<file path="config.mk">
export PLATFORM = sky130hd
export DESIGN_NAME = uart_tx_fifo
export DESIGN_NICKNAME = d
export VERILOG_FILES = /design/src/rtl/uart_tx_fifo.sv
export SDC_FILE = /design/constraint.sdc
export NUM_CORES = 1
export LEC_CHECK = 0
export BUFFER_PORTS_ARGS = -buffer_cell sky130_fd_sc_hd__buf_4
export CAP_MARGIN = 0
export CORE_ASPECT_RATIO = 0.5
export CORE_MARGIN = 2
export CORE_UTILIZATION = 31
export DETAILED_ROUTE_END_ITERATION = 12
export PLACE_DENSITY_LB_ADDON = 0.2
export SLEW_MARGIN = 20
export SYNTH_ARGS = -nofsm -noshare
export SYNTH_HDL_FRONTEND = slang
export SYNTH_SLANG_ARGS = --single-unit
</file>
<file path="constraint.sdc">
create_clock -name clk -period 4.1 [get_ports clk]
set_input_delay 0.205 -clock clk [delete_from_list [all_inputs] [get_ports clk]]
set_output_delay 0.205 -clock clk [all_outputs]
set_load 0.005 [all_outputs]
</file>
<file path="src/rtl/uart_tx_fifo.sv">
// UART transmit buffer and frame sequencer.
// Bytes from the bus are queued in a 2^ADDR_W-deep FIFO. They are handed to
// the transmitter one frame at a time using a one-cycle tx_start pulse, and
// the next byte is not started until tx_end arrives. A watchdog bounds each
// frame. Sticky error flags stay set until software clears them.
module uart_tx_fifo #(
  parameter int unsigned ADDR_W = 4,
  parameter int unsigned TO_W   = 20
) (
  input  logic              clk,
  input  logic              reset,
  input  logic              wr_en,
  input  logic [7:0]        wr_data,
  input  logic              flush,
  input  logic              clr_err,
  input  logic              tx_busy,
  input  logic              tx_end,
  output logic              tx_start,
  output logic [7:0]        tx_data,
  output logic              fifo_full,
  output logic              fifo_empty,
  output logic [ADDR_W:0]   fifo_count,
  output logic              tx_active,
  output logic              ovf_err,
  output logic              to_err
);

  localparam int unsigned DEPTH = 1 << ADDR_W;

  typedef enum logic [1:0] {
    IDLE     = 2'd0,
    WAIT_END = 2'd1,
    GAP      = 2'd2
  } state_t;

  logic [7:0]        mem_q [DEPTH];
  logic [ADDR_W-1:0] wr_ptr_q, rd_ptr_q;
  logic [ADDR_W:0]   count_q, count_d;
  state_t            state_q, state_d;
  logic [TO_W-1:0]   wd_q, wd_d;
  logic              start_q, start_d;
  logic [7:0]        data_q, data_d;
  logic              ovf_q, to_q;
  logic              pop, push, ovf_ev, to_ev;

  assign fifo_count = count_q;
  assign fifo_empty = (count_q == '0);
  assign fifo_full  = (count_q == (ADDR_W+1)'(DEPTH));
  assign tx_active  = (state_q != IDLE);
  assign tx_start   = start_q;
  assign tx_data    = data_q;
  assign ovf_err    = ovf_q;
  assign to_err     = to_q;

  // A pop happens only when a frame is launched. Flush blocks both push and pop.
  // A push into a full FIFO is still accepted when a pop happens in the same cycle.
  assign pop    = (state_q == IDLE) && !fifo_empty && !tx_busy && !flush;
  assign push   = wr_en && !flush && (!fifo_full || pop);
  assign ovf_ev = wr_en && !flush && fifo_full && !pop;

  // Next-count: flush wins; a simultaneous push and pop leaves the count unchanged.
  always_comb begin
    count_d = count_q;
    if (flush) begin
      count_d = '0;
    end else if (push && !pop) begin
      count_d = count_q + (ADDR_W+1)'(1);
    end else if (pop && !push) begin
      count_d = count_q - (ADDR_W+1)'(1);
    end
  end

  // FIFO pointers and occupancy.
  always_ff @(posedge clk or negedge reset) begin
    if (!reset) begin
      wr_ptr_q <= '0;
      rd_ptr_q <= '0;
      count_q  <= '0;
    end else begin
      count_q <= count_d;
      if (flush) begin
        wr_ptr_q <= '0;
        rd_ptr_q <= '0;
      end else begin
        if (push) wr_ptr_q <= wr_ptr_q + ADDR_W'(1);
        if (pop)  rd_ptr_q <= rd_ptr_q + ADDR_W'(1);
      end
    end
  end

  // Byte storage. It has no reset because the pointers define which entries are valid.
  always_ff @(posedge clk) begin
    if (push) mem_q[wr_ptr_q] <= wr_data;
  end

  // Frame sequencer next-state logic: launch, wait for end or watchdog, one gap cycle.
  always_comb begin
    state_d = state_q;
    start_d = 1'b0;
    data_d  = data_q;
    wd_d    = wd_q;
    to_ev   = 1'b0;
    unique case (state_q)
      IDLE: begin
        if (pop) begin
          start_d = 1'b1;
          data_d  = mem_q[rd_ptr_q];
          wd_d    = '0;
          state_d = WAIT_END;
        end
      end
      WAIT_END: begin
        if (tx_end) begin
          state_d = GAP;
        end else if (wd_q == '1) begin
          to_ev   = 1'b1;
          state_d = GAP;
        end else begin
          wd_d = wd_q + TO_W'(1);
        end
      end
      GAP:     state_d = IDLE;
      default: state_d = IDLE;
    endcase
  end

  // Sequencer registers and the start pulse / data holding register.
  always_ff @(posedge clk or negedge reset) begin
    if (!reset) begin
      state_q <= IDLE;
      wd_q    <= '0;
      start_q <= 1'b0;
      data_q  <= '0;
    end else begin
      state_q <= state_d;
      wd_q    <= wd_d;
      start_q <= start_d;
      data_q  <= data_d;
    end
  end

  // Sticky error flags. An error event in the same cycle overrides clr_err.
  always_ff @(posedge clk or negedge reset) begin
    if (!reset) begin
      ovf_q <= 1'b0;
      to_q  <= 1'b0;
    end else begin
      if (ovf_ev)       ovf_q <= 1'b1;
      else if (clr_err) ovf_q <= 1'b0;
      if (to_ev)        to_q  <= 1'b1;
      else if (clr_err) to_q  <= 1'b0;
    end
  end

endmodule
</file>
After elaboration in Yosys (flattened, before gate mapping)
Memories as Yosys holds them, arrays and structs flattened. A register that Yosys moved wholly into a read port is not among the register bits.
Index checks and enable logic that the tools add are counted.
{ "word_totals": {"ff_bits": 38, "latch_bits": 0, "ram_bits": 128, "romBits": 0, "inputBits": 15, "out_inout_bits": 19, "elab_cells": 75, "memories": 1} }
{ "classes": {"addsub": 5, "n_mul": 0, "n_div": 0, "order_cmp": 0, "eq_ne": 7, "shifts": 0, "n_mux": 25, "bitwise_logic": 0, "n_reduce_logical": 29} }
{ "memory_table": {"columns": ["name", "words", "word_bits", "rd", "rd_ports_with_merged_regs", "write_ports", "line", "text"], "rows": [
  ["mem_q", 16, 8, 1, 1, 1, "36", "logic [7:0] mem_q [DEPTH];"]
]} }
{ "ops": {"columns": ["cell", "count"], "rows": [
  ["two-way mux 20 bit", 3],
  ["one-hot mux 20 bit (2 select lines)", 1],
  ["adder 20 x 1 -> 20 bit (second input constant)", 1],
  ["== test 20 bit (second input constant)", 1],
  ["two-way mux 4 bit", 4],
  ["two-way mux 5 bit", 3],
  ["nonzero test 2 bit", 6],
  ["two-way mux 1 bit", 10],
  ["logical AND 1 bit", 9],
  ["adder 4 x 1 -> 4 bit (second input constant)", 2],
  ["logical NOT 1 bit", 7],
  ["two-way mux 2 bit", 3],
  ["!= test 2 bit (second input constant)", 3],
  ["adder 5 x 1 -> 5 bit (second input constant)", 1],
  ["== test 5 bit (second input constant)", 1],
  ["logical NOT 5 bit", 1],
  ["subtractor 5 x 1 -> 5 bit (second input constant)", 1],
  ["one-hot mux 2 bit (2 select lines)", 1],
  ["AND reduction 2 bit", 2],
  ["AND reduction 4 bit", 1],
  ["!= test 3 bit (second input constant)", 1],
  ["nonzero test 3 bit", 1],
  ["== test 2 x 1 -> 1 bit (second input constant)", 1],
  ["logical NOT 2 bit", 1],
  ["logical OR 1 bit", 1]
]} }

Depth between registers and ports, before layout
Gate-level depths: netlist of run 1.
{ "logic_depth": {"word_depth": 12, "mapped_depth": 13, "ltp_nobuf": 10} }

Worst setup path after synthesis of run 1
OpenSTA, ideal clock, no wires.
{ "synth_path": {"kind": "register -> register", "start": "register count_q[0], in the netlist fifo_count[0]", "end": "register count_q[4], in the netlist fifo_count[4]", "t_arrival_ns": 3.184, "t_required_ns": 4.018, "slack_ns": 0.834, "stages_incl_launch_ff": 13, "path_buffers": 2, "period_less_slack_ns": 3.266, "cell_sequence": "dfrtp_1 > nor4_4 > a21oi_4 > nand2b_2 > buf_6 > clkbuf_1 > nand2_1 > fa_1 > a21o_1 > a21o_1 > or4_1 > a21o_1 > a31oi_1"} }
{ "synth_via": {"elab_chain_cells": 10, "elab_cells_between_ends": 19} }
{ "synth_rtl": {"columns": ["item", "line", "text"], "rows": [
  ["from (decl)", "38", "logic [ADDR_W:0] count_q, count_d;"],
  ["from (signal assigned)", "80", "count_q <= count_d;"],
  ["branches (longest 10 deep; another with subtractor 5 x 1 -> 5 bit)", null, null]
]} }
Parallel ways; which one is timed is not known. The select of a mux whose other input is x is not followed.
A chain may end at the register's enable or synchronous reset.

Final worst setup path of run 1
{ "layout_path": {"start": "register state_q[0]", "end": "register count_q[4], in the netlist fifo_count[4]"} }
{ "layout_via": {"elab_chain_cells": 9, "elab_cells_between_ends": 13} }
{ "layout_rtl": {"columns": ["item", "line", "text"], "rows": [
  ["from (decl)", "39", "state_t state_q, state_d;"],
  ["from (signal assigned)", "135", "state_q <= state_d;"],
  ["logical NOT 2 bit *", "57", "assign pop = (state_q == IDLE) && !fifo_empty && !tx_busy && !flush;"],
  ["logical AND 1 bit * (3 in series)", "57", null],
  ["logical OR 1 bit", "58", "assign push = wr_en && !flush && (!fifo_full || pop);"],
  ["logical AND 1 bit", "58", null],
  ["logical AND 1 bit or logical NOT 1 bit (tied branches)", "66, 68", null],
  ["two-way mux 5 bit or logical AND 1 bit (tied branches)", "66, 68", null],
  ["two-way mux 5 bit or nonzero test 3 bit (tied branches)", null, null]
]} }
Every way passes the cells marked *; elsewhere a longest branch is shown, timed or not.

==> flow_summary.rst, run 1 <==
.. list-table::
   :header-rows: 1

   * - Metric
     - Value
   * - Status
     - completed
   * - Xor/xnor cell area share of the yosys netlist
     - 0.833%
   * - Overall die height
     - 113 um
   * - Fmax achieved
     - 0.324 GHz
   * - Share of synthesized cell area in and, or, nand and nor gates
     - 9.21%
   * - Synth Net Count
     - 490
   * - Overall routing resource usage
     - 13.8%
   * - HP Class
     - in -> reg
   * - Clock share of power
     - 35.1%
   * - Accumulated negative setup slack
     - 0 ns
   * - Minimum hold slack
     - 0.0838 ns
   * - Power density over the cells
     - 534 mW/mm^2
   * - Number of clock sinks seen by CTS
     - 174
   * - Fraction of final layout cells with drive strength greater than 1
     - 22.8%
   * - DR WL/cell
     - 19.6 um
   * - Sequential area share after synthesis
     - 67.8%
   * - Number of warning messages in the yosys log
     - 0
   * - Net switching component of the power
     - 1.31 mW
   * - Layout net count
     - 535
   * - Maximum number of pins on one net before global-route repair
     - 47
   * - Count of boundary I/O pins
     - 34
   * - Top library cells by usage in the layout, fill and taps aside
     - 128 x sky130_fd_sc_hd__edfxtp_1, 45 x sky130_fd_sc_hd__buf_4, 44 x sky130_fd_sc_hd__dfrtp_1
   * - Avg Inst Size Synth
     - 15.9 um^2
   * - Setup slack at placement
     - 1.02 ns
   * - Remaining routing DRC violations
     - 0
   * - Leakage Power
     - 3.00 nW
   * - Cell count after placement
     - 795
   * - Time the final worst path needs with I/O delays and setup
     - 3.08 ns
   * - Clock input transition at the sequential cells of the worst setup and hold paths
     - 0.07 ns
   * - Comb power frac
     - 18.7%
   * - Area fraction in compound gates after synthesis
     - 5.15%
   * - Data arrival at the endpoint of the critical path
     - 3.42 ns
   * - Number of buffers created by CTS
     - 17
   * - Final worst clock skew
     - 0.0182 ns
   * - Starting Density
     - 31.9%
   * - Pins over their slew limit
     - 0
   * - Worst setup path category
     - reg -> reg
   * - H-tree lvl count
     - 4
   * - Remaining number of nets flagged by the antenna check after routing
     - 0
   * - CTS tree
     - yes
   * - Final setup violation count
     - 0
   * - Horizontal die dimension
     - 222 um
   * - Detailed Route Iter0 Violations
     - 275
   * - Most frequent standard cell in the layout excluding fill and tap cells
     - sky130_fd_sc_hd__edfxtp_1
   * - Startpoint type of the worst setup path
     - register
   * - Internal power contribution
     - 3.29 mW
   * - Number of enable-type register cells in the synthesized netlist
     - 128
   * - Switching Share
     - 28.5%
   * - Portion of netlist area occupied by mux cells
     - 12.9%
   * - Via Count
     - 4,082
   * - Largest fanout on the critical path
     - 11
   * - Dominant combinational cell family by area after synthesis
     - multiplexers
   * - Via count of the first global-routing pass
     - 4,142
   * - Clock insertion delay at the later pin of the skew report
     - 0.43 ns
   * - Die area
     - 0.0251 mm^2
   * - Total power consumption of the routed design
     - 4.60 mW
   * - Worst slew pin tran
     - 0.958 ns
   * - Placed wire-length estimate
     - 10,000 um
   * - Post-synthesis instance area
     - 0.00736 mm^2
   * - Post-synthesis instance total
     - 464
   * - First-pass GRT wire length
     - 25,200 um
   * - Total routed wirelength
     - 16,300 um
   * - TritonRoute pass-1 iters
     - 4
   * - Adder and majority cell fraction of the synthesized area
     - 1.97%
   * - Type of destination of the critical path
     - register
   * - Maximum VDD drop
     - 0.258 mV
   * - Cell row count
     - 39
   * - Async SR Flop Fraction
     - 26.4%
   * - # Max-Cap Violations
     - 0
   * - Root cell of the clock tree
     - sky130_fd_sc_hd__clkbuf_16
   * - Area growth syn-to-layout
     - 16.9%
   * - Final core area utilization
     - 37.3%
   * - FF+latch count, synth
     - 174
   * - Number of distinct standard cells referenced by the synthesized netlist
     - 52
   * - Part of the total power dissipated in sequential elements
     - 46.1%
   * - Worst path setup slack after routing
     - 1.02 ns
   * - Required time reported for the critical path endpoint
     - 4.44 ns
   * - Number of antenna violations at the first check in global routing
     - 0
   * - Top FF cell, synth
     - sky130_fd_sc_hd__edfxtp_1
   * - Setup repair after global routing missed its margin
     - no
   * - Diode count
     - 0
   * - Worst slew slack as a fraction of its limit
     - 35.9%
   * - Total cell area at the placement stage
     - 0.00799 mm^2
   * - Detail-routed via count per cell
     - 4.92
   * - Count of endpoints failing hold in the final timing report
     - 0
   * - Maximum buffer depth of the clock tree
     - 2
   * - Global route total overflow
     - 0
   * - Core outline area
     - 0.0231 mm^2
   * - Number of non-filler instances in the completed layout
     - 829
   * - Final period utilization
     - 75.2%
   * - Cell area after layout
     - 0.00861 mm^2
   * - Placer's final routability congestion estimate
     - 0.773
   * - Number of port buffers
     - 33
final cells by class:
type                            count  area, um^2
Fill cell                        2148       14500
Sequential cell                   174        5000
Multi-Input combinational cell    254        2210
Clock buffer                       17         425
Tap cell                          307         384
Timing Repair Buffer               47         358
Clock inverter                     15         176
Inverter                           15        57.6
power groups by stage:
| stage | clock network [mW] | registers [mW] | logic (mW) |
|---|---|---|---|
| floorplan | 0 | 2.12 | 0.608 |
| CTS | 1.66 | 2.13 | 0.884 |
| detailed placement | 0 | 2.17 | 0.880 |
| global route | 1.73 | 2.15 | 0.961 |
| global placement | 0 | 2.17 | 0.874 |
| finish | 1.62 | 2.12 | 0.863 |
cell usage after synthesis, types with 3 or more instances:
cell type,number,area [um^2]
sky130_fd_sc_hd__and3_1,4,25.0
sky130_fd_sc_hd__a21oi_1,13,65.1
sky130_fd_sc_hd__or4_1,6,45.0
sky130_fd_sc_hd__mux2_1,4,45.0
sky130_fd_sc_hd__or3_1,9,56.3
sky130_fd_sc_hd__xor2_1,4,35.0
sky130_fd_sc_hd__nor3_1,10,50.1
sky130_fd_sc_hd__nand4_1,9,56.3
sky130_fd_sc_hd__nor2_1,18,67.6
sky130_fd_sc_hd__mux4_2,32,721
sky130_fd_sc_hd__nand3_1,10,50.1
sky130_fd_sc_hd__nand2b_1,3,18.8
sky130_fd_sc_hd__and2_1,11,68.8
sky130_fd_sc_hd__nand3b_1,4,30.0
sky130_fd_sc_hd__buf_2,4,20.0
sky130_fd_sc_hd__xnor2_1,3,26.3
sky130_fd_sc_hd__dfrtp_1,46,1150
sky130_fd_sc_hd__o21ai_1,10,50.1
sky130_fd_sc_hd__o31ai_1,3,22.5
sky130_fd_sc_hd__edfxtp_1,128,3840
sky130_fd_sc_hd__nand2_1,30,113
sky130_fd_sc_hd__a21o_1,5,37.5
sky130_fd_sc_hd__mux2i_1,16,160
sky130_fd_sc_hd__inv_1,13,48.8
sky130_fd_sc_hd__o221ai_1,6,52.6
sky130_fd_sc_hd__o21ai_0,6,30.0
sky130_fd_sc_hd__ha_1,10,125
sky130_fd_sc_hd__clkbuf_1,12,45.0
sky130_fd_sc_hd__o211ai_1,5,37.5
sky130_fd_sc_hd__buf_1,3,11.3
final timing paths:
check | startpoint | depth (start not counted) | to | slack, ns
setup / recovery | state_q[0]$_DFFE_PN0P_ | 10 | fifo_count[4]$_DFFE_PN0P_ | 1.02
hold / removal | flush | 2 | rd_ptr_q[3]$_DFFE_PN0P_ | 0.08
setup reg to reg | state_q[0]$_DFFE_PN0P_ | 10 | fifo_count[4]$_DFFE_PN0P_ | 1.02
hold reg to reg | tx_data[0]$_DFFE_PN0P_ | 2 | tx_data[0]$_DFFE_PN0P_ | 0.52
max in group asynchronous | reset | 2 | rd_ptr_q[1]$_DFFE_PN0P_ | 3.24
min in group asynchronous | reset | 2 | tx_data[1]$_DFFE_PN0P_ | 0.33
cell families (layout without fill, tap and decap cells):
kind of cell / Yosys count / after routing
muxes: 54 / 54
and+or+nand+nor: 125 / 125
AOI/OAI and AO/OA: 57 / 57
xor gates and xnor gates: 7 / 7
DFF: 174 / 174
adders and majority gates: 11 / 11
buffers and inverters: 36 / 94
routing by layer:
metal  vias up  GRT usage (%)  routed length (um)
met4         0           4.50                  62
met5         -              0                   0
li1       1902              -                   -
met1      2107           18.6                7450
met3         4           3.17                 924
met2        69           22.2                7830
critical path, cell delays in order, from the launching register on:
cell	delay (ns)
sky130_fd_sc_hd__dfrtp_1	0.40
sky130_fd_sc_hd__or3_1	0.46
sky130_fd_sc_hd__a31oi_1	0.21
sky130_fd_sc_hd__buf_4	0.19
sky130_fd_sc_hd__nand2_1	0.16
sky130_fd_sc_hd__fa_1	0.44
sky130_fd_sc_hd__a21o_1	0.20
sky130_fd_sc_hd__a21o_1	0.21
sky130_fd_sc_hd__or4_1	0.40
sky130_fd_sc_hd__a21o_1	0.19
sky130_fd_sc_hd__a31oi_1	0.14
sequential cells by signal, indices dropped and copies added, names as in the netlist:
signal	cells
wd_q	20
fifo_count	5
tx_start	1
state_q	2
wr_ptr_q	4
ovf_err	1
mem_q	128
rd_ptr_q	4
to_err	1
tx_data	8
repair_timing:
action                     in CTS  in global routing
setup endpoints to repair       0                  0
hold endpoints to repair       48                  0
gates resized for setup         0                  0
hold buffers                    2                  0
buffers inserted                0                  0
Note: power is estimated with default switching activity, not from simulation.
==> inputs of run 2 (changes only) <==
- ABC_AREA: default -> 1
- clock period: 4.1 -> 2.9 ns (I/O delays scaled with it)
==> run 2 against run 1 <==
  * Non-clock buffer count increased by 6
  * Synthesized cell count grew 68%
  * Register-to-register slack worse by 0.53 ns
  * Critical path depth up 3
  * Count of clock-buffer cells in the layout is 1 higher
  * Critical endpoint unchanged
  * Clock skew down 0.0084 ns
  * Hold slack lost 0.074 ns
  * Die area is 5.3% higher
==> flow_summary.rst, run 2 <==
.. list-table::
   :header-rows: 1

   * - Metric
     - Value
   * - Worst R2R Setup Slack
     - 0.49 ns (-0.53 ns)
   * - Total power consumption of the routed design
     - 7.22 mW (+57%)
   * - Starting Density
     - 32.0% (+0.093 points)
   * - First-pass GRT wire length
     - 30,500 um (+21%)
   * - TritonRoute pass-1 iters
     - 5 (+1)
   * - Leakage Power
     - 3.43 nW (+14%)
   * - Global route total overflow
     - 0 (unchanged)
   * - Total routed wirelength
     - 19,300 um (+19%)
   * - DR WL/cell
     - 16.5 um (-16%)
   * - Number of distinct standard cells referenced by the synthesized netlist
     - 29 (-44%)
   * - Startpoint type of the worst setup path
     - register
   * - Root cell of the clock tree
     - sky130_fd_sc_hd__clkbuf_16
   * - R2R cell count
     - 13 (+3)
   * - Post-cts repair resize count
     - 0 (unchanged)
   * - Max FFs per register
     - 128 (unchanged)
   * - Diode count
     - 0 (unchanged)
   * - Number of enable-type register cells in the synthesized netlist
     - 128 (unchanged)
   * - Detailed Route Iter0 Violations
     - 534 (+94%)
   * - Maximum buffer depth of the clock tree
     - 2 (unchanged)
   * - Number of buffers created by CTS
     - 17 (unchanged)
   * - Ranking of synthesized cells by area
     - sky130_fd_sc_hd__edfxtp_1 49%, sky130_fd_sc_hd__dfrtp_1 15%, sky130_fd_sc_hd__nor2_1 8.8%, sky130_fd_sc_hd__nand2_1 8.2%, sky130_fd_sc_hd__o21ai_0 4.9%
   * - Cell count after placement
     - 1,134 (+43%)
   * - Final setup violation count
     - 0 (unchanged)
   * - Maximum VDD drop
     - 0.328 mV (+27%)
   * - Placed wire-length estimate
     - 12,500 um (+25%)
   * - Number of antenna violations at the first check in global routing
     - 0 (unchanged)
   * - Worst slew pin tran
     - 0.762 ns (-0.197 ns)
   * - Status
     - completed
   * - HP Class
     - in -> reg
   * - Fmax achieved
     - 0.415 GHz (+28%)
   * - Count of boundary I/O pins
     - 34 (unchanged)
   * - Number of warning messages in the yosys log
     - 0 (unchanged)
   * - Sequential area share after synthesis
     - 64.3% (-3.5 points)
   * - Via Count
     - 5,482 (+34%)
   * - Cell type contributing the most total cell area after synthesis
     - sky130_fd_sc_hd__edfxtp_1
   * - Final period utilization
     - 83.0% (+7.9 points)
   * - Area growth syn-to-layout
     - 16.5%
   * - Count of fill cells added during filler insertion
     - 2,440 (+14%)
   * - Worst setup path category
     - reg -> reg
   * - Start point of the worst hold path
     - tx_end
   * - Worst slew slack as a fraction of its limit
     - 49.2% (+13 points)
   * - Detail-routed via count per cell
     - 4.70 (-4.6%)
   * - Hold_buf cts
     - 3 (+1)
   * - Largest fanout on the critical path
     - 7 (-4)
   * - Horizontal die dimension
     - 228 um (+2.7%)
   * - Layout net count
     - 846 (+58%)
   * - Clock input transition at the sequential cells of the worst setup and hold paths
     - 0.07 ns (about the same)
   * - Final worst clock skew
     - 0.00981 ns (-0.00837 ns)
   * - Number of clock sinks seen by CTS
     - 174 (unchanged)
   * - Placer's final routability congestion estimate
     - 0.816 (+5.6%)
   * - Share of the synthesized area in the top cell type
     - 49.5% (-2.7 points)
   * - FF+latch count, synth
     - 174 (unchanged)
   * - Data arrival at the endpoint of the critical path
     - 2.74 ns (-0.68 ns)
   * - Cell row count
     - 40 (+2.6%)
   * - Overall routing resource usage
     - 15.4% (+1.6 points)
   * - CTS tree
     - yes
   * - Via count of the first global-routing pass
     - 5,347 (+29%)
   * - Post-CTS setup buffers
     - 0 (unchanged)
   * - Pins over their slew limit
     - 0 (unchanged)
   * - Number of non-filler instances in the completed layout
     - 1,167 (+41%)
   * - Core outline area
     - 0.0243 mm^2 (+5.2%)
   * - Synth Net Count
     - 804 (+64%)
   * - Die area
     - 0.0264 mm^2 (+5.3%)
   * - # Max-Cap Violations
     - 0 (unchanged)
   * - Remaining routing DRC violations
     - 0 (unchanged)
   * - Accumulated negative setup slack
     - 0 ns (unchanged)
   * - Overall die height
     - 116 um (+2.6%)
   * - Post-synthesis instance area
     - 0.00777 mm^2 (+5.5%)
   * - Worst reg2reg path endpoint
     - fifo_count[4]$_DFFE_PN0P_
   * - Clock insertion delay at the later pin of the skew report
     - 0.44 ns (about the same)
   * - Power density over the cells
     - 798 mW/mm^2 (+49%)
   * - Remaining number of nets flagged by the antenna check after routing
     - 0 (unchanged)
   * - Avg Inst Size Synth
     - 9.98 um^2 (-37%)
   * - Async SR Flop Fraction
     - 26.4% (unchanged)
   * - Top post-synthesis cells by count
     - 182 x sky130_fd_sc_hd__nor2_1, 169 x sky130_fd_sc_hd__nand2_1, 128 x sky130_fd_sc_hd__edfxtp_1, 76 x sky130_fd_sc_hd__o21ai_0, 58 x sky130_fd_sc_hd__nand3_1
   * - Maximum number of pins on one net before global-route repair
     - 67 (+43%)
   * - Fraction of final layout cells with drive strength greater than 1
     - 11.1% (-12 points)
   * - Startpoint of the worst-slack reg-to-reg timing path
     - fifo_count[0]$_DFFE_PN0P_
   * - Post-synthesis instance total
     - 778 (+68%)
   * - Seq. cell area
     - 0.00500 mm^2 (about the same)
   * - Footprint of the multi-input gates
     - 0.00251 mm^2 (+13%)
   * - H-tree lvl count
     - 4 (unchanged)
   * - Most flops, register
     - mem_q
   * - Number of port buffers
     - 33 (unchanged)
   * - Most frequent standard cell in the layout excluding fill and tap cells
     - sky130_fd_sc_hd__nor2_1
   * - Setup repair after global routing missed its margin
     - no
   * - Required time reported for the critical path endpoint
     - 3.23 ns (-1.21 ns)
   * - Top library cells by usage in the layout, fill and taps aside
     - 182 x sky130_fd_sc_hd__nor2_1, 169 x sky130_fd_sc_hd__nand2_1, 128 x sky130_fd_sc_hd__edfxtp_1
   * - Hold Crit Depth
     - 4 (+2)
   * - Count of endpoints failing hold in the final timing report
     - 0 (unchanged)
   * - Top FF cell, synth
     - sky130_fd_sc_hd__edfxtp_1
   * - Worst Hold Endpoint
     - to_err$_DFFE_PN0P_
   * - Time the final worst path needs with I/O delays and setup
     - 2.41 ns (-0.674 ns)
   * - Type of destination of the critical path
     - register
   * - Dominant cell by count in the synthesized netlist
     - sky130_fd_sc_hd__nor2_1
[run 2: changes by cell type in the layout (fill, tap and decap cells not counted), sizes merged, moves of 9 or more]
cell,delta
a21oi,-10
and2,-11
inv,+9
mux2i,-16
mux4,-32
nand2,+141
nand3,+49
nor2,+169
nor3,-9
o21ai,+60
or3,-9
[run 2: stage by stage]
step | setup slack [ns] | area (um^2) | hold slack (ns) | utilization, %
CTS | 0.465 | 9050 | 0.000163 | 37.3
finish | 0.492 | 9050 | 0.00957 | 37.3
detailed placement | 0.476 | 8430 | 0.203 | 34.7
global placement | 0.581 | 8430 | 0.197 | 34.7
floorplan | 0.795 | 7770 | -0.151 | -
global route | 0.228 | 9050 | 0.0199 | 37.3
[run 2: layout make-up]
class,count,share of cell area (%)
sequential,174,55.2
timing repair buffer,53,4.62
tap,336,4.65
multi-input combinational,543,27.7
clock inverter,12,1.78
clock buffer,18,4.74
inverter,31,1.29
[run 2: worst max-delay path, cell delays in order, from the launching register on]
cell and delay, ns:
sky130_fd_sc_hd__dfrtp_1 0.45, sky130_fd_sc_hd__nor2_1 0.17, sky130_fd_sc_hd__nand3_1 0.19, sky130_fd_sc_hd__nand3_2 0.17, sky130_fd_sc_hd__nand3_1 0.27, sky130_fd_sc_hd__ha_1 0.42, sky130_fd_sc_hd__a21oi_1 0.19, sky130_fd_sc_hd__nand3_1 0.09
sky130_fd_sc_hd__nand2_1 0.10, sky130_fd_sc_hd__inv_1 0.04, sky130_fd_sc_hd__nand2_1 0.05, sky130_fd_sc_hd__nand2_1 0.06, sky130_fd_sc_hd__nand2_1 0.06, sky130_fd_sc_hd__nand2_1 0.04
[run 2: worst max path at each step]
stage / start / to / slack (ns) / cells past startpoint
floorplan: fifo_count[0]$_DFFE_PN0P_ / fifo_count[4]$_DFFE_PN0P_ / 0.79 / 13
global placement: fifo_count[0]$_DFFE_PN0P_ / fifo_count[4]$_DFFE_PN0P_ / 0.58 / 13
detailed placement: state_q[0]$_DFFE_PN0P_ / mem_q[2][5]$_DFFE_PP_ / 0.48 / 9
CTS: state_q[0]$_DFFE_PN0P_ / mem_q[2][5]$_DFFE_PP_ / 0.46 / 9
global route: fifo_count[0]$_DFFE_PN0P_ / fifo_count[4]$_DFFE_PN0P_ / 0.23 / 13
finish: fifo_count[0]$_DFFE_PN0P_ / fifo_count[4]$_DFFE_PN0P_ / 0.49 / 13
[run 2: report_power, final]
group | internal (mW) | total, mW | leakage (nW) | switching, mW
clock network | 1.36 | 2.35 | 0.288 | 0.994
logic | 0.647 | 1.90 | 1.37 | 1.26
registers | 2.83 | 2.97 | 1.77 | 0.133
[run 2: cells by family (layout without fill, tap and decap cells)]
group | after synthesis | count (layout) | share of synthesized area, %
adders and majority gates | 11 | 11 | 1.87
DFF | 174 | 174 | 64.3
buffers and inverters | 61 | 114 | 3.40
xor gates and xnor gates | 18 | 18 | 2.03
AOI/OAI and AO/OA | 89 | 89 | 6.15
and+or+nand+nor | 425 | 425 | 22.2
[run 2: metal layers]
metal  part of all wire [%]  vias to the layer above  GRT usage, %  wire [um]
met3                    3.1                        9          3.15        593
li1                       -                     2687             -          -
met5                      0                        -             0          0
met1                     49                     2695          21.1       9540
met2                     47                       91          25.3       9020
met4                   0.77                        0          4.08        148
==> inputs of run 3 (changes only) <==
- clock period: 2.9 -> 1.95 ns (I/O delays scaled with it)
==> run 3 against run 2 <==
  * Die area stayed put
  * Utilization rose by 1.7 points
  * Non-clock buffer count increased by 44
  * Via count is 2.3% higher
==> flow_summary.rst, run 3 (synthesis results as in run 2) <==
.. list-table::
   :header-rows: 1

   * - Metric
     - Value
   * - Status
     - completed
   * - Placer's final routability congestion estimate
     - 0.822 (+0.76%)
   * - Leakage Power
     - 3.65 nW (+6.3%)
   * - Maximum buffer depth of the clock tree
     - 2 (unchanged)
   * - Top library cells by usage in the layout, fill and taps aside
     - 177 x sky130_fd_sc_hd__nor2_1, 165 x sky130_fd_sc_hd__nand2_1, 128 x sky130_fd_sc_hd__edfxtp_1
   * - Horizontal die dimension
     - 228 um (unchanged)
   * - Minimum hold slack
     - 0.0522 ns (+0.0427 ns)
   * - Worst setup path category
     - reg -> reg
   * - Internal power contribution
     - 7.25 mW (+50%)
   * - Comb power frac
     - 32.1% (+5.7 points)
   * - Overall die height
     - 116 um (unchanged)
   * - Final period utilization
     - 97.4% (+14 points)
   * - Area growth syn-to-layout
     - 21.8%
   * - Time the final worst path needs with I/O delays and setup
     - 1.90 ns (-0.509 ns)
   * - Via count of the first global-routing pass
     - 5,589 (+4.5%)
   * - Worst slew slack as a fraction of its limit
     - 58.8% (+9.6 points)
   * - Total routed wirelength
     - 19,900 um (+3.1%)
   * - Clock input transition at the sequential cells of the worst setup and hold paths
     - 0.06 ns (about the same)
   * - Part of the total power dissipated in sequential elements
     - 39.9% (-1.2 points)
   * - Most flops, register
     - mem_q
   * - Required time reported for the critical path endpoint
     - 2.26 ns (-0.97 ns)
   * - Remaining routing DRC violations
     - 0 (unchanged)
   * - Cell row count
     - 40 (unchanged)
   * - Clock share of power
     - 28.0% (-4.6 points)
   * - Count of fill cells added during filler insertion
     - 2,409 (-1.3%)
   * - Most frequent standard cell in the layout excluding fill and tap cells
     - sky130_fd_sc_hd__nor2_1
   * - Pins over their slew limit
     - 0 (unchanged)
   * - Seq. cell area
     - 0.00500 mm^2 (unchanged)
   * - Data arrival at the endpoint of the critical path
     - 2.21 ns (-0.53 ns)
   * - Max FFs per register
     - 128 (unchanged)
   * - Fmax achieved
     - 0.526 GHz (+27%)
   * - Maximum number of pins on one net before global-route repair
     - 67 (unchanged)
   * - Number of buffers created by CTS
     - 17 (unchanged)
   * - Overall routing resource usage
     - 15.8% (+0.40 points)
   * - Power density over the cells
     - 1160 mW/mm^2 (+45%)
   * - H-tree lvl count
     - 4 (unchanged)
   * - Number of non-filler instances in the completed layout
     - 1,213 (+3.9%)
   * - Final setup violation count
     - 0 (unchanged)
   * - # Max-Cap Violations
     - 0 (unchanged)
   * - Cell count after placement
     - 1,173 (+3.4%)
   * - Count of boundary I/O pins
     - 34 (unchanged)
   * - Fraction of final layout cells with drive strength greater than 1
     - 17.1% (+6.0 points)
   * - Core outline area
     - 0.0243 mm^2 (unchanged)
   * - Global route total overflow
     - 0 (unchanged)
   * - DR WL/cell
     - 16.4 um (-0.83%)
   * - Type of destination of the critical path
     - register
   * - Number of clock sinks seen by CTS
     - 174 (unchanged)
   * - Footprint of the multi-input gates
     - 0.00259 mm^2 (+3.4%)
   * - Layout net count
     - 890 (+5.2%)
   * - Placed wire-length estimate
     - 13,200 um (+5.6%)
   * - Number of antenna violations at the first check in global routing
     - 0 (unchanged)
   * - Starting Density
     - 32.0% (unchanged)
   * - Switching Share
     - 33.9% (+0.87 points)
   * - Final worst clock skew
     - 0.00647 ns (-0.00335 ns)
   * - Maximum VDD drop
     - 0.538 mV (+64%)
   * - Hold Crit Depth
     - 1 (-3)
   * - Startpoint type of the worst setup path
     - register
   * - Remaining number of nets flagged by the antenna check after routing
     - 0 (unchanged)
   * - TritonRoute pass-1 iters
     - 4 (-1)
   * - Diode count
     - 0 (unchanged)
   * - Largest fanout on the critical path
     - 5 (-2)
   * - Count of endpoints failing hold in the final timing report
     - 0 (unchanged)
   * - Detailed Route Iter0 Violations
     - 456 (-15%)
   * - Clock insertion delay at the later pin of the skew report
     - 0.42 ns (-0.02 ns)
   * - HP Class
     - in -> reg
   * - Via Count
     - 5,609 (+2.3%)
   * - Worst slew pin tran
     - 0.618 ns (-0.144 ns)
   * - Die area
     - 0.0264 mm^2 (unchanged)
   * - First-pass GRT wire length
     - 31,300 um (+2.6%)
   * - Net switching component of the power
     - 3.71 mW (+56%)
   * - Number of port buffers
     - 33 (unchanged)
   * - R2R cell count
     - 13 (unchanged)
   * - Setup repair after global routing missed its margin
     - yes
   * - CTS tree
     - yes
   * - Root cell of the clock tree
     - sky130_fd_sc_hd__clkbuf_16
   * - Detail-routed via count per cell
     - 4.62 (-1.6%)
-- run 3: cell count changes in the layout (fill, tap and decap cells not counted), moves of 3 or more --
cell / previous run / this run
sky130_fd_sc_hd__buf_12: 1 / 5
sky130_fd_sc_hd__nand2_1: 169 / 165
sky130_fd_sc_hd__nor2_1: 182 / 177
sky130_fd_sc_hd__nor2_2: 3 / 6
sky130_fd_sc_hd__clkinvlp_4: 0 / 4
sky130_fd_sc_hd__buf_4: 49 / 86
sky130_fd_sc_hd__bufinv_16: 3 / 0
-- run 3: through the flow --
step	setup slack (ns)	util [%]	TNS [ns]	power [mW]	instance area, um^2
after detailed placement	-0.0984	36.1	-3.60	7.81	8760
after global placement	-0.0437	36.1	-0.408	7.81	8760
after floorplan	-0.0684	-	-7.09	6.37	7770
after CTS	0.00440	38.6	0	10.9	9360
after global routing	-0.111	39.0	-0.293	11.6	9460
final	0.0502	39.0	0	11.0	9460
-- run 3: repair_timing --
item / 4_1_cts / 5_1_grt
pin swaps: 0 / 2
endpoints found under the hold margin: 49 / 0
hold buffers: 4 / 0
setup buffers: 2 / 2
resized for setup: 6 / 18
endpoints found under the setup margin: 105 / 150
-- run 3: cell type report --
cell class | count | area share [%]
flip-flops and latches | 174 | 52.8
clock inverters | 13 | 0.965
repair buffers | 97 | 8.54
clock buffers | 19 | 4.58
inverters | 31 | 1.26
well taps | 336 | 4.44
multi-input cells | 543 | 27.4
-- run 3: worst paths after layout --
| kind | start | end | slack [ns] |
|---|---|---|---|
| max reg2reg | fifo_count[1]$_DFFE_PN0P_ | fifo_count[4]$_DFFE_PN0P_ | 0.05 |
| max in group asynchronous | reset | rd_ptr_q[0]$_DFFE_PN0P_ | 1.27 |
| min in group asynchronous | reset | wd_q[4]$_DFFE_PN0P_ | 0.22 |
| max | fifo_count[1]$_DFFE_PN0P_ | fifo_count[4]$_DFFE_PN0P_ | 0.05 |
| min | wr_data[6] | mem_q[6][6]$_DFFE_PP_ | 0.05 |
| min reg2reg | tx_data[4]$_DFFE_PN0P_ | tx_data[4]$_DFFE_PN0P_ | 0.48 |
-- run 3: critical path, stage by stage (launching register included) --
cell and delay [ns]:
sky130_fd_sc_hd__dfrtp_1 0.38, sky130_fd_sc_hd__nor2_1 0.18, sky130_fd_sc_hd__nand3_2 0.13, sky130_fd_sc_hd__nand3_4 0.11
sky130_fd_sc_hd__nand3_4 0.11, sky130_fd_sc_hd__fa_2 0.36, sky130_fd_sc_hd__nand3_1 0.11, sky130_fd_sc_hd__nand3_1 0.08
sky130_fd_sc_hd__nand2_1 0.09, sky130_fd_sc_hd__inv_1 0.04, sky130_fd_sc_hd__nand2_1 0.05, sky130_fd_sc_hd__nand2_1 0.05
sky130_fd_sc_hd__nand2_1 0.06, sky130_fd_sc_hd__nand2_1 0.04
-- run 3: routing by layer --
layer  global-route usage [%]  routed length [um]  up-vias
li1                         -                   -     2780
met1                     22.3                9920     2686
met2                     24.2                8720      120
met3                     3.32                 861       23
met4                     5.88                 396        0
met5                        0                   0        -
-- run 3: power groups by stage --
stage,logic (mW),clock network [mW],registers (mW)
after floorplan,1.91,0,4.46
after CTS,3.42,3.14,4.38
after detailed placement,3.36,0,4.45
after global placement,3.36,0,4.45
final,3.52,3.07,4.38
after global routing,3.93,3.29,4.40
